$ cat config.mk
export PLATFORM = sky130hd
export DESIGN_NAME = pipeline_hazard_ctrl
export DESIGN_NICKNAME = d
export VERILOG_FILES = /design/src/rtl/pipe_ctrl_pkg.sv /design/src/rtl/sat_counter.sv /design/src/rtl/pipeline_hazard_ctrl.sv
export SDC_FILE = /design/constraint.sdc
export NUM_CORES = 1
export LEC_CHECK = 0
export BUFFER_PORTS_ARGS = -buffer_cell sky130_fd_sc_hd__buf_2
export CAP_MARGIN = 20
export CORE_MARGIN = 4
export CORE_UTILIZATION = 30
export CTS_BUF_LIST = sky130_fd_sc_hd__clkbuf_2
export DETAILED_ROUTE_END_ITERATION = 10
export PLACE_DENSITY = 0.62
export SLEW_MARGIN = 20
export SYNTH_ARGS = -nofsm -noshare
export SYNTH_HDL_FRONTEND = slang
export SYNTH_HIERARCHICAL = 1
export SYNTH_SLANG_ARGS = --single-unit
$ cat constraint.sdc
create_clock -name CLK -period 5.5 [get_ports CLK]
set_input_delay 1.1 -clock CLK [delete_from_list [all_inputs] [get_ports CLK]]
set_output_delay 1.1 -clock CLK [all_outputs]
set_load 0.01 [all_outputs]
$ cat src/rtl/pipe_ctrl_pkg.sv
// Shared types and constants for the pipeline hazard controller.
package pipe_ctrl_pkg;

  typedef enum logic [1:0] {
    INIT  = 2'd0,
    RUN   = 2'd1,
    FLUSH = 2'd2
  } state_t;

  localparam logic [2:0] MEM_READ_NONE = 3'b000;
  localparam logic [4:0] REG_X0        = 5'd0;

endpackage

$ cat src/rtl/sat_counter.sv
// Saturating up-counter that sticks at all-ones.
// The count updates one cycle after INC; a synchronous active-low RESET clears it.
module sat_counter #(
  parameter int W = 16
) (
  input  logic         CLK,
  input  logic         RESET,
  input  logic         INC,
  output logic [W-1:0] COUNT
);

  always_ff @(posedge CLK) begin
    if (!RESET) begin
      COUNT <= '0;
    end else if (INC && (COUNT != {W{1'b1}})) begin
      COUNT <= COUNT + 1'b1;
    end
  end

endmodule

$ cat src/rtl/pipeline_hazard_ctrl.sv
// Stall/flush/busy-wait sequencer for the 5-stage RV32 pipeline.
// Controls are Mealy (same-cycle); cache busy freezes everything and overrides hazards.
module pipeline_hazard_ctrl
  import pipe_ctrl_pkg::*;
#(
  parameter int FLUSH_CYCLES = 1,
  parameter int INIT_CYCLES  = 2,
  parameter int CNT_W        = 16
) (
  input  logic             CLK,
  input  logic             RESET,
  input  logic             ICACHE_BUSY,
  input  logic             DCACHE_BUSY,
  input  logic [4:0]       ID_RS1,
  input  logic [4:0]       ID_RS2,
  input  logic             ID_RS1_USE,
  input  logic             ID_RS2_USE,
  input  logic [2:0]       EX_MEM_READ,
  input  logic [4:0]       EX_RD,
  input  logic             EX_BRANCH_TAKEN,
  output logic             PC_STALL,
  output logic             IFID_STALL,
  output logic             IFID_FLUSH,
  output logic             IDEX_FLUSH,
  output logic             BUSY_WAIT_OUT,
  output logic [CNT_W-1:0] STALL_COUNT,
  output logic [CNT_W-1:0] FLUSH_COUNT,
  output logic [CNT_W-1:0] WAIT_COUNT
);

  localparam logic [2:0] INIT_LOAD  = 3'(INIT_CYCLES - 1);
  localparam logic [2:0] FLUSH_LOAD = 3'(FLUSH_CYCLES - 1);

  state_t     state;
  logic [2:0] init_cnt;
  logic [2:0] flush_cnt;

  logic mem_busy;
  logic load_use;
  logic stall_inc;
  logic flush_inc;
  logic wait_inc;

  assign mem_busy = ICACHE_BUSY | DCACHE_BUSY;

  // x0 writes are discarded, so a load into x0 can never be a hazard.
  assign load_use = (EX_MEM_READ != MEM_READ_NONE) && (EX_RD != REG_X0) &&
                    ((ID_RS1_USE && (ID_RS1 == EX_RD)) ||
                     (ID_RS2_USE && (ID_RS2 == EX_RD)));

  assign stall_inc = RESET && (state == RUN) && !mem_busy && !EX_BRANCH_TAKEN && load_use;
  assign flush_inc = RESET && (state == RUN) && !mem_busy && EX_BRANCH_TAKEN;
  assign wait_inc  = RESET && (state != INIT) && mem_busy;

  always_comb begin
    PC_STALL      = 1'b0;
    IFID_STALL    = 1'b0;
    IFID_FLUSH    = 1'b0;
    IDEX_FLUSH    = 1'b0;
    BUSY_WAIT_OUT = 1'b0;
    if (!RESET || (state == INIT)) begin
      PC_STALL   = 1'b1;
      IFID_STALL = 1'b1;
      IFID_FLUSH = 1'b1;
      IDEX_FLUSH = 1'b1;
    end else if (mem_busy) begin
      BUSY_WAIT_OUT = 1'b1;
    end else if (state == FLUSH) begin
      IFID_FLUSH = 1'b1;
      IDEX_FLUSH = 1'b1;
    end else if (state == RUN) begin
      if (EX_BRANCH_TAKEN) begin
        IFID_FLUSH = 1'b1;
        IDEX_FLUSH = 1'b1;
      end else if (load_use) begin
        PC_STALL   = 1'b1;
        IFID_STALL = 1'b1;
        IDEX_FLUSH = 1'b1;
      end
    end
  end

  always_ff @(posedge CLK) begin
    if (!RESET) begin
      state     <= INIT;
      init_cnt  <= INIT_LOAD;
      flush_cnt <= 3'd0;
    end else begin
      case (state)
        INIT: begin
          if (init_cnt == 3'd0) begin
            state <= RUN;
          end else begin
            init_cnt <= init_cnt - 3'd1;
          end
        end
        RUN: begin
          if (!mem_busy && EX_BRANCH_TAKEN && (FLUSH_CYCLES > 1)) begin
            state     <= FLUSH;
            flush_cnt <= FLUSH_LOAD;
          end
        end
        FLUSH: begin
          if (!mem_busy) begin
            if (flush_cnt <= 3'd1) begin
              state <= RUN;
            end else begin
              flush_cnt <= flush_cnt - 3'd1;
            end
          end
        end
        default: state <= INIT;
      endcase
    end
  end

  sat_counter #(.W(CNT_W)) u_stall_cnt (
    .CLK   (CLK),
    .RESET (RESET),
    .INC   (stall_inc),
    .COUNT (STALL_COUNT)
  );

  sat_counter #(.W(CNT_W)) u_flush_cnt (
    .CLK   (CLK),
    .RESET (RESET),
    .INC   (flush_inc),
    .COUNT (FLUSH_COUNT)
  );

  sat_counter #(.W(CNT_W)) u_wait_cnt (
    .CLK   (CLK),
    .RESET (RESET),
    .INC   (wait_inc),
    .COUNT (WAIT_COUNT)
  );

endmodule

## Word-level counts from Yosys, hierarchy flattened

Index checks and enable logic that the tools add are counted.

- Flip-flop bits (word level): 56
- Word-level logic and storage cells: 76
- Output and inout port bits: 53
- Bits of input ports: 25

- Add/sub/neg operators: 5
- Reduce and logical (&&, ||, !) cells: 27
- Bitwise operators: 5
- Order comparisons: 1
- Equal/unequal tests: 10
- Mux-type cells: 22

Operators with widths:

| operator | number |
|---|---|
| $add 16x1->16 const B | 3 |
| $ne 16x16->1 const B | 3 |
| $mux 1 | 18 |
| $logic_and 1x1->1 | 14 |
| $eq 5x5->1 | 2 |
| $mux 2 | 3 |
| $pmux 2 s3 | 1 |
| $sub 3x1->3 const B | 2 |
| $reduce_bool 5->1 | 1 |
| $ne 2x1->1 const B | 2 |
| $not 1->1 | 4 |
| $reduce_and 4->1 | 1 |
| $le 3x1->1 const B | 1 |
| $logic_not 1->1 | 3 |
| $logic_not 3->1 | 1 |
| $reduce_and 3->1 | 1 |
| $reduce_bool 3->1 | 1 |
| $eq 2x1->1 const B | 1 |
| $eq 2x2->1 const B | 1 |
| $logic_not 2->1 | 1 |
| $logic_or 1x1->1 | 2 |
| $ne 2x2->1 const B | 1 |
| $reduce_and 2->1 | 1 |
| $reduce_bool 2->1 | 1 |
| $or 1x1->1 | 1 |

## Longest topological paths before layout

Gate-level depths: netlist (run 1).

- Depth in word-level cells: 10
- Mapped depth: 8
- Depth with buffers taken out: 8

## Hierarchy

Netlist (run 1), hierarchy kept.

By module, submodules not included:

| module | area an instance (um2) | sequential area each (um2) | instances | cells each |
|---|---|---|---|---|
| sat_counter | 837.1 | 320.3 | 3 | 97 |
| pipeline_hazard_ctrl | 389.1 | 80.1 | 1 | 47 |

## Worst setup path before layout (run 1)

OpenSTA, ideal clock, no wires.

- Path type: input to output
- Start point: in EX_RD[3]
- End point: out PC_STALL
- Stages: 5
- Arrival: 2247 ps
- Path buffers: 1
- Data required time: 4400 ps
- Slack: 2153 ps
- Cells stage by stage: xor2_1 > nor4_2 > a32oi_1 > o311ai_2 > buf_4

- Longest elaborated chain between the ends: 10
- Elaborated cells between the ends (all ways): 14
- Those cells by class: eq/ne (2); mux (6); reduce/logical (6)

Ends and longest elaborated chain:

| item | line | source |
|---|---|---|
| start: declaration | pipeline_hazard_ctrl.sv:19 | `input logic [4:0] EX_RD,` |
| $eq 5x5->1 (on tied branches) | pipeline_hazard_ctrl.sv:48, pipeline_hazard_ctrl.sv:49 |  |
| $logic_and 1x1->1 (on tied branches) | pipeline_hazard_ctrl.sv:48, pipeline_hazard_ctrl.sv:49 |  |
| $logic_or 1x1->1 | pipeline_hazard_ctrl.sv:48 | `((ID_RS1_USE && (ID_RS1 == EX_RD)) \|\|` |
| $logic_and 1x1->1 * | pipeline_hazard_ctrl.sv:47 | `assign load_use = (EX_MEM_READ != MEM_READ_NONE) && (EX_RD != REG_X0) &&` |
| $mux 1 * (6 in a row) | -- |  |
| end: declaration | pipeline_hazard_ctrl.sv:21 | `output logic PC_STALL,` |

Mark *: on every way between the ends. The rest lies on a longest branch, timed or not.

## Worst setup path in the final report (run 1)

- Start point: in EX_RD[3]
- End point: out PC_STALL

- Longest elaborated chain between the ends: 10
- Elaborated cells between the ends (all ways): 14
- Those cells by class: eq/ne (2); mux (6); reduce/logical (6)

Ends and longest elaborated chain:

| item | line | source |
|---|---|---|
| $eq 5x5->1 (on tied branches) | pipeline_hazard_ctrl.sv:48, pipeline_hazard_ctrl.sv:49 |  |
| $logic_and 1x1->1 (on tied branches) | pipeline_hazard_ctrl.sv:48, pipeline_hazard_ctrl.sv:49 |  |
| $logic_or 1x1->1 | pipeline_hazard_ctrl.sv:48 |  |
| $logic_and 1x1->1 * | pipeline_hazard_ctrl.sv:47 |  |
| $mux 1 * | pipeline_hazard_ctrl.sv:75 | `end else if (load_use) begin` |
| $mux 1 * | pipeline_hazard_ctrl.sv:72 | `if (EX_BRANCH_TAKEN) begin` |
| $mux 1 * | pipeline_hazard_ctrl.sv:71 | `end else if (state == RUN) begin` |
| $mux 1 * | pipeline_hazard_ctrl.sv:68 | `end else if (state == FLUSH) begin` |
| $mux 1 * | pipeline_hazard_ctrl.sv:66 | `end else if (mem_busy) begin` |
| $mux 1 * | pipeline_hazard_ctrl.sv:61 | `if (!RESET \|\| (state == INIT)) begin` |

Marked as above.

==> results of run 1 <==
[state kept, by name, indices dropped and copies added, names as in the netlist]
signal	flops
init_cnt	3
state	1
u_flush_cnt/COUNT	16
u_stall_cnt/COUNT	16
u_wait_cnt/COUNT	16
[critical path, cell delays in order]
cell and delay [ps]:
buf_2 120, xor2_1 170, nor4_2 280, a32oi_1 200
o311ai_2 310, buf_2 190
[cell usage after synthesis, types with 10 or more instances]
| library cell | instances | share of area, % |
|---|---|---|
| nand3_1 | 19 | 3.3 |
| a21oi_1 | 29 | 5.0 |
| dfxtp_1 | 52 | 36 |
| xor2_1 | 11 | 3.3 |
| or4_1 | 15 | 3.9 |
| nand2_1 | 35 | 4.5 |
| inv_1 | 16 | 2.1 |
| o31ai_1 | 15 | 3.9 |
| o21ai_0 | 12 | 2.1 |
| nor4_1 | 10 | 2.2 |
| nor2_1 | 19 | 2.5 |
[per-layer routing]
layer	global-route usage, %	vias to the layer above	wire [um]
met5	0	-	0
met4	3.330	0	52
met3	2.550	4	425
met2	22.17	74	3639
met1	17.11	1323	3480
li1	-	1446	-
[power groups by stage]
stage                     registers (uW)  logic [uW]  clock network (uW)
after floorplan                      407        66.5                   0
after global placement               408        97.2                   0
after detailed placement             409         101                   0
after CTS                            403         102                 168
after global routing                 405         115                 181
final                                402         101                 152
[stage by stage]
| step | setup slack (ps) | cell area (sq um) | hold WS [ps] | instances |
|---|---|---|---|---|
| after detailed placement | 1932 | 3437 | 479.8 | 540 |
| final | 2026 | 3478 | 535.9 | 548 |
| after global routing | 1896 | 3478 | 557.2 | 548 |
| after CTS | 1932 | 3478 | 540.1 | 548 |
| after floorplan | 2153 | 2900 | 463.7 | 338 |
| after global placement | 1975 | 3428 | 482.3 | 540 |
[worst max-delay path by stage]
stage               endpoint  slack, ps
finish              PC_STALL       2030
global route        PC_STALL       1900
CTS                 PC_STALL       1930
detailed placement  PC_STALL       1930
global placement    PC_STALL       1980
floorplan           PC_STALL       2150
[final cells by class]
type,count,area [sq um]
flip-flops and latches,52,1041
multi-input cells,263,1767
clock buffers,6,30.03
fillers,985,5849
repair buffers,80,407.9
inverters,16,60.06
clock inverters,2,11.26
well taps,129,161.4
[logic make-up (layout without fill, tap and decap cells)]
kind of cell,after synthesis,count (layout),synth area share [%]
xor gates and xnor gates,17,17,5.134
and+or+nand+nor,158,158,33.61
buffers and inverters,23,104,3.494
AOI/OAI and AO/OA,74,74,16.61
adders and majority gates,5,5,2.157
muxes,9,9,3.106
DFF,52,52,35.89
==> results.ini, run 1 <==
[routing]
first_iter_violations = 105
ant_nets = 0
post_drt_wl_per_cell_um = 13.86
drc = 0
post_drt_via_cell_ratio = 5.195
dr.pass1.iters = 4
wl_um = 7597
vias = 2847

[critical_path]
required_ps = 4400
startpoint = EX_RD[3]
crit_type = input pin to output pin
critPathArrivalTime_ps = 2370
r2r-end = u_stall_cnt/COUNT[11]
crit_path_start_kind = input pin
r2r_setup_slack_ps = 3170
reg2regPathDepth = 5
critPathMaxFanout = 3
end_kind = output pin
timing.rr.start = state[0]

[outcome]
outcome = finished clean

[layout]
most-common-layout-cells = buf_2 (77), dfxtp_1 (52), nand2_1 (35), a21oi_1 (29)
final_core_util_pct = 37.29
syn_to_final_growth_pct = 19.93
diodes = 0
final_common_cell = buf_2
nNetsFinal = 448
drive_gt1_share_pct = 23.63

[power_and_ir_drop]
p_sw_uw = 189.1
leakage_uw = 0.001325
combPwrFrac_pct = 15.4
power_density_nw_per_um2 = 188.2
switching_share_pct = 28.88
total_power_uw = 654.7
seqPwrFrac_pct = 61.4
p_clk_share_pct = 23.3
ir_drop_mv = 0.08170
p_int_uw = 465.6

[floorplan]
core_sq_um = 9328
fp.dieH_um = 106.3
top_level_ports = 78
die_width_um = 106.3
rows = 35
start_util_pct = 31.09
dieArea_sq_um = 11310

[yosys]
ys_seq_area_share_pct = 35.89
postSynthCellCount = 338
postSynthAreaPerCell_sq_um = 8.581
synth_flop_cell = dfxtp_1
synth_area_sq_um = 2900
synth.distinct_cells = 38
syn_nets = 368
synthArstFlopShare_pct = 0
ys_seq_elements = 52
synth_edf_count = 0
yosysWarnings = 6

[clocking]
cts_tree = built
cts_made_buffers = 5
clock-sinks = 52
cts_hold_buf = 0
clk_latency_ps = 410
postCtsResizedCells = 0
htreeDepth = 2
root_buffer = clkbuf_2
cts.clk_slew.worst_paths_ps = 260
post_cts_buffers = 0
cts_max_path_buffers = 2

[placed_design]
finalWeightedCongestion = 0.8665
dp_hpwl_um = 5733
port-buffer-count = 77

[timing]
tns_ps = 0
slew_viol_final = 0
tightest_slew_ps = 996.8
period_needed_ps = 3474
worst_slew_margin_rel_pct = 32.70
hold_viol_final = 0
setup_viol = 0
finalClockSkew_ps = 17.37
fmax_ghz = 0.2879
rsz0062_at_grt = false
finalCritPeriodShare_pct = 63.16

[global_routing]
grt_remaining_overflow = 0
grt_pass1_wl_um = 12310
grt_pass1_vias = 2490
grt_max_degree = 26
antenna_found_initial = 0
grt_use_total_pct = 13.12

[min_path]
min_to = u_stall_cnt/COUNT[9]
min_path_type = flop to flop
min_path_cells = 2
min_from = u_stall_cnt/COUNT[9]

[flow_run]
drv_cap = 0

Power figures use the tool's default switching activity.
==> inputs of run 2 (changes only) <==
Settings changed: PLACE_DENSITY 0.62 to 0.63.
Clock period 5.5 ns to 3.01 ns, I/O delays scaled along.
==> run 2 against run 1 <==
Against the previous run:
- via count increased by 0.67%
- hold slack lost 1.2 ps
- critical path depth did not move
- final cell count up 0.36%
- clock skew grew 25 ps
- non-clock buffer count up 2
- cell area grew 0.32%
- sequential power rose by 83%
- combinational power up 82%
- routed wire length grew 1.2%
- highest routed layer unchanged
==> results.ini, run 2 (synthesis results as in run 1) <==
[routing]
vias = 2866
post_drt_wl_per_cell_um = 13.97
post_drt_via_cell_ratio = 5.211
first_iter_violations = 138
ant_nets = 0
drc = 0
wl_um = 7686
dr.pass1.iters = 4

[placed_design]
port-buffer-count = 77
dp_hpwl_um = 5896
finalWeightedCongestion = 0.8476
post-place-ws_ps = 63.97

[clocking]
cts_made_buffers = 5
clk_latency_ps = 450
clock-sinks = 52
cts.clk_slew.worst_paths_ps = 290
cts_max_path_buffers = 2
htreeDepth = 2
root_buffer = clkbuf_2
cts_hold_buf = 0
postCtsResizedCells = 0
post_cts_buffers = 0
cts_tree = built

[power_and_ir_drop]
total_power_uw = 1220
power_density_nw_per_um2 = 349.5
leakage_uw = 0.001321
ir_drop_mv = 0.1604

[critical_path]
crit_path_start_kind = input pin
required_ps = 2410
crit_path_frequent_cell = buf_2
max_stage_delay_ps = 400
crit_type = input pin to output pin
path_buf_inv = 2
critPathArrivalTime_ps = 2040
crit_chain = buf_2, xor2_1, nor4_1, a32oi_1, o311ai_2, buf_2
end_kind = output pin
cp_slowest_cell = nor4_1
critPathMaxFanout = 3
critPathTopFamily = compound AO/OA/AOI/OAI gates

[timing]
slew_viol_final = 0
hold_viol_final = 0
worst_slew_margin_rel_pct = 39.06
tightest_slew_ps = 902.6
finalWorstSetupSlack_ps = 364.3
setup_viol = 0
period_needed_ps = 2646
finalClockSkew_ps = 41.91
fmax_ghz = 0.3780
rsz0062_at_grt = false
finalCritPeriodShare_pct = 87.90
tns_ps = 0

[floorplan]
top_level_ports = 78
fp.dieH_um = 106.3
die_width_um = 106.3
start_util_pct = 31.09
dieArea_sq_um = 11310
core_sq_um = 9328
rows = 35

[flow_run]
drv_cap = 0

[layout]
fillers = 993
most-common-layout-cells = buf_2 (77), dfxtp_1 (52), nand2_1 (35), a21oi_1 (29)
nNetsFinal = 450
diodes = 0
drive_gt1_share_pct = 24.23
final_common_cell = buf_2
reg_top3 = u_flush_cnt/COUNT (16), u_stall_cnt/COUNT (16), u_wait_cnt/COUNT (16)
syn_to_final_growth_pct = 20.32

[global_routing]
grt_pass1_wl_um = 12740
grt_max_degree = 25
antenna_found_initial = 0
grt_remaining_overflow = 0
grt_use_total_pct = 13.53
grt_pass1_vias = 2658

[min_path]
min_path_type = flop to flop

[outcome]
outcome = finished clean

==> run 2: final timing paths <==
path | startpoint | to | slack [ps] | depth (start not counted)
hold reg to reg | u_stall_cnt/COUNT[9] | u_stall_cnt/COUNT[9] | 530 | 2
setup reg to reg | state[0] | u_wait_cnt/COUNT[13] | 720 | 5
setup / recovery | EX_RD[2] | IFID_STALL | 360 | 6
hold / removal | u_stall_cnt/COUNT[9] | u_stall_cnt/COUNT[9] | 530 | 2
==> run 2: where the power goes <==
part           switching, uW  internal, uW
Clock                    238          62.1
Combinational            106          77.8
Sequential              20.6           715
==> run 2: area by class of cell <==
| class | instances | area [sq um] | area share [%] |
|---|---|---|---|
| sequential | 52 | 1041 | 29.83 |
| inverter | 16 | 60.06 | 1.721 |
| multi-input combinational | 263 | 1758 | 50.38 |
| clock inverter | 2 | 16.27 | 0.4661 |
| clock buffer | 6 | 30.03 | 0.8605 |
| tap | 129 | 161.4 | 4.625 |
| timing repair buffer | 82 | 422.9 | 12.12 |
==> run 2: stage by stage <==
| stage | hold WS [ps] | area (sq um) | cells | util, % |
|---|---|---|---|---|
| finish | 534.8 | 3490 | 550 | 37.41 |
| global route | 543.9 | 3490 | 550 | 37.41 |
| CTS | 537.7 | 3490 | 550 | 37.41 |
| detailed placement | 485.6 | 3443 | 542 | 36.91 |
| global placement | 480.8 | 3443 | 542 | 36.91 |
| floorplan | 463.7 | 2900 | 338 | - |
==> run 2: per-layer routing <==
| layer | vias up | GRT usage, % | wire length (um) |
|---|---|---|---|
| met3 | 5 | 2.429 | 362 |
| li1 | 1452 | - | - |
| met4 | 0 | 3.700 | 85 |
| met1 | 1329 | 18.02 | 3681 |
| met2 | 80 | 22.44 | 3557 |
| met5 | - | 0 | 0 |
==> run 2: worst reg2reg max path, delay by kind of cell, from the launching register on <==
kind | cells | cell delay, ps
flip-flops | 1 | 520
AND/OR/NAND/NOR | 4 | 1540
AO/OA/AOI/OAI | 1 | 160
==> inputs of run 3 (changes only) <==
Settings changed: CORE_ASPECT_RATIO set to 1.5, MAX_ROUTING_LAYER set to met4.
==> run 3 against run 2 <==
Against the previous run:
- core utilization decreased by 0.16 points
- via count increased by 1.7%
- critical path depth unchanged
- die area increased by 0.28%
- final cell count decreased by 3.1%
- power increased by 5.2%
- cell area about the same
- clock-buffer cell count unchanged
- worst setup slack improved by 130 ps
- sequential share of layout area about the same
- hold slack improved by 0.79 ps
- clock skew decreased by 28 ps
- largest power group unchanged
==> results.ini, run 3 (synthesis results as in run 1) <==
[power_and_ir_drop]
power_density_nw_per_um2 = 368.1
leakage_uw = 0.001335
ir_drop_mv = 0.2446

[critical_path]
startpoint = EX_RD[2]
crit_type = input pin to output pin
r2r_setup_slack_ps = 830
required_ps = 2410
critPathMaxFanout = 3
r2r-end = u_wait_cnt/COUNT[9]
critPathArrivalTime_ps = 1920
timing.rr.start = state[0]
crit_path_start_kind = input pin
end_kind = output pin
reg2regPathDepth = 5
endpoint = IFID_STALL

[timing]
finalWorstSetupSlack_ps = 492.8
tightest_slew_ps = 882.5
finalCritPeriodShare_pct = 83.63
worst_slew_margin_rel_pct = 40.42
finalClockSkew_ps = 14.20
tns_ps = 0
rsz0062_at_grt = false
period_needed_ps = 2517
slew_viol_final = 0
hold_viol_final = 0
fmax_ghz = 0.3973
setup_viol = 0
fin_hold_ws_ps = 535.5

[global_routing]
grt_pass1_vias = 2801
grt_max_degree = 25
grt_use_total_pct = 14.04
antenna_found_initial = 0
grt_remaining_overflow = 0
grt_pass1_wl_um = 12710

[clocking]
clk_latency_ps = 450
clock-sinks = 52
cts_tree = built
cts_max_path_buffers = 2
cts.clk_slew.worst_paths_ps = 260
htreeDepth = 2
cts_hold_buf = 0
post_cts_buffers = 0
postCtsResizedCells = 0
root_buffer = clkbuf_2
cts_made_buffers = 5

[routing]
vias = 2915
ant_nets = 0
first_iter_violations = 142
wl_um = 7448
drc = 0
dr.pass1.iters = 4
post_drt_via_cell_ratio = 5.469
post_drt_wl_per_cell_um = 13.97

[placed_design]
dp_cells = 525
post-place-ws_ps = 271.0
dp_hpwl_um = 5575
finalWeightedCongestion = 0.8443
port-buffer-count = 77

[layout]
final_common_cell = buf_2
reg_top3 = u_flush_cnt/COUNT (16), u_stall_cnt/COUNT (16), u_wait_cnt/COUNT (16)
drive_gt1_share_pct = 24.23
nNetsFinal = 450
syn_to_final_growth_pct = 20.23
fillers = 1020
fin_cells = 533
diodes = 0
most-common-layout-cells = buf_2 (77), dfxtp_1 (52), nand2_1 (35), a21oi_1 (29)

[floorplan]
fp.dieH_um = 128.4
start_util_pct = 30.98
core_sq_um = 9361
dieArea_sq_um = 11340
rows = 43
die_width_um = 88.28
top_level_ports = 78

[min_path]
min_path_type = flop to flop
min_from = init_cnt[0]

[flow_run]
drv_cap = 0

[outcome]
outcome = finished clean

-- run 3: worst min-delay path by stage --
| stage | cells past startpoint | endpoint |
|---|---|---|
| global placement | 1 | init_cnt[1] |
| detailed placement | 2 | init_cnt[0] |
| CTS | 3 | init_cnt[0] |
| floorplan | 2 | init_cnt[0] |
| global route | 3 | init_cnt[0] |
| finish | 2 | init_cnt[0] |
-- run 3: critical path: stages --
cell and delay [ps]:
buf_2 120, xor2_1 160, nor4_1 330, a32oi_1 160, o311ai_2 340, buf_2 200
-- run 3: area by class of cell --
class / count / area (sq um) / share of cell area (%)
well taps: 112 / 140.1 / 4.019
clock buffers: 6 / 30.03 / 0.8611
inverters: 16 / 60.06 / 1.722
flip-flops and latches: 52 / 1041 / 29.85
multi-input cells: 263 / 1758 / 50.41
clock inverters: 2 / 35.03 / 1.005
repair buffers: 82 / 422.9 / 12.13
-- run 3: where the power goes --
| group | switching [uW] | internal, uW |
|---|---|---|
| Combinational | 100 | 78.1 |
| Sequential | 18.9 | 714 |
| Clock | 230 | 143 |
| Total | 349 | 935 |
-- run 3: layer usage --
metal	up-vias	share of wire, %	global-route usage (%)
li1	1447	-	-
met4	0	1.3	4.359
met3	7	4.4	2.755
met2	57	54	24.68
met1	1404	41	15.74
met5	-	0	-
-- run 3: through the flow --
stage | utilization (%) | instance area, sq um | power, uW
2_1_floorplan | - | 2900 | 865.0
3_3_place_gp | 36.55 | 3422 | 919.3
3_5_place_dp | 36.55 | 3422 | 927.6
4_1_cts | 37.25 | 3487 | 1314
5_1_grt | 37.25 | 3487 | 1355
6_report | 37.25 | 3487 | 1284
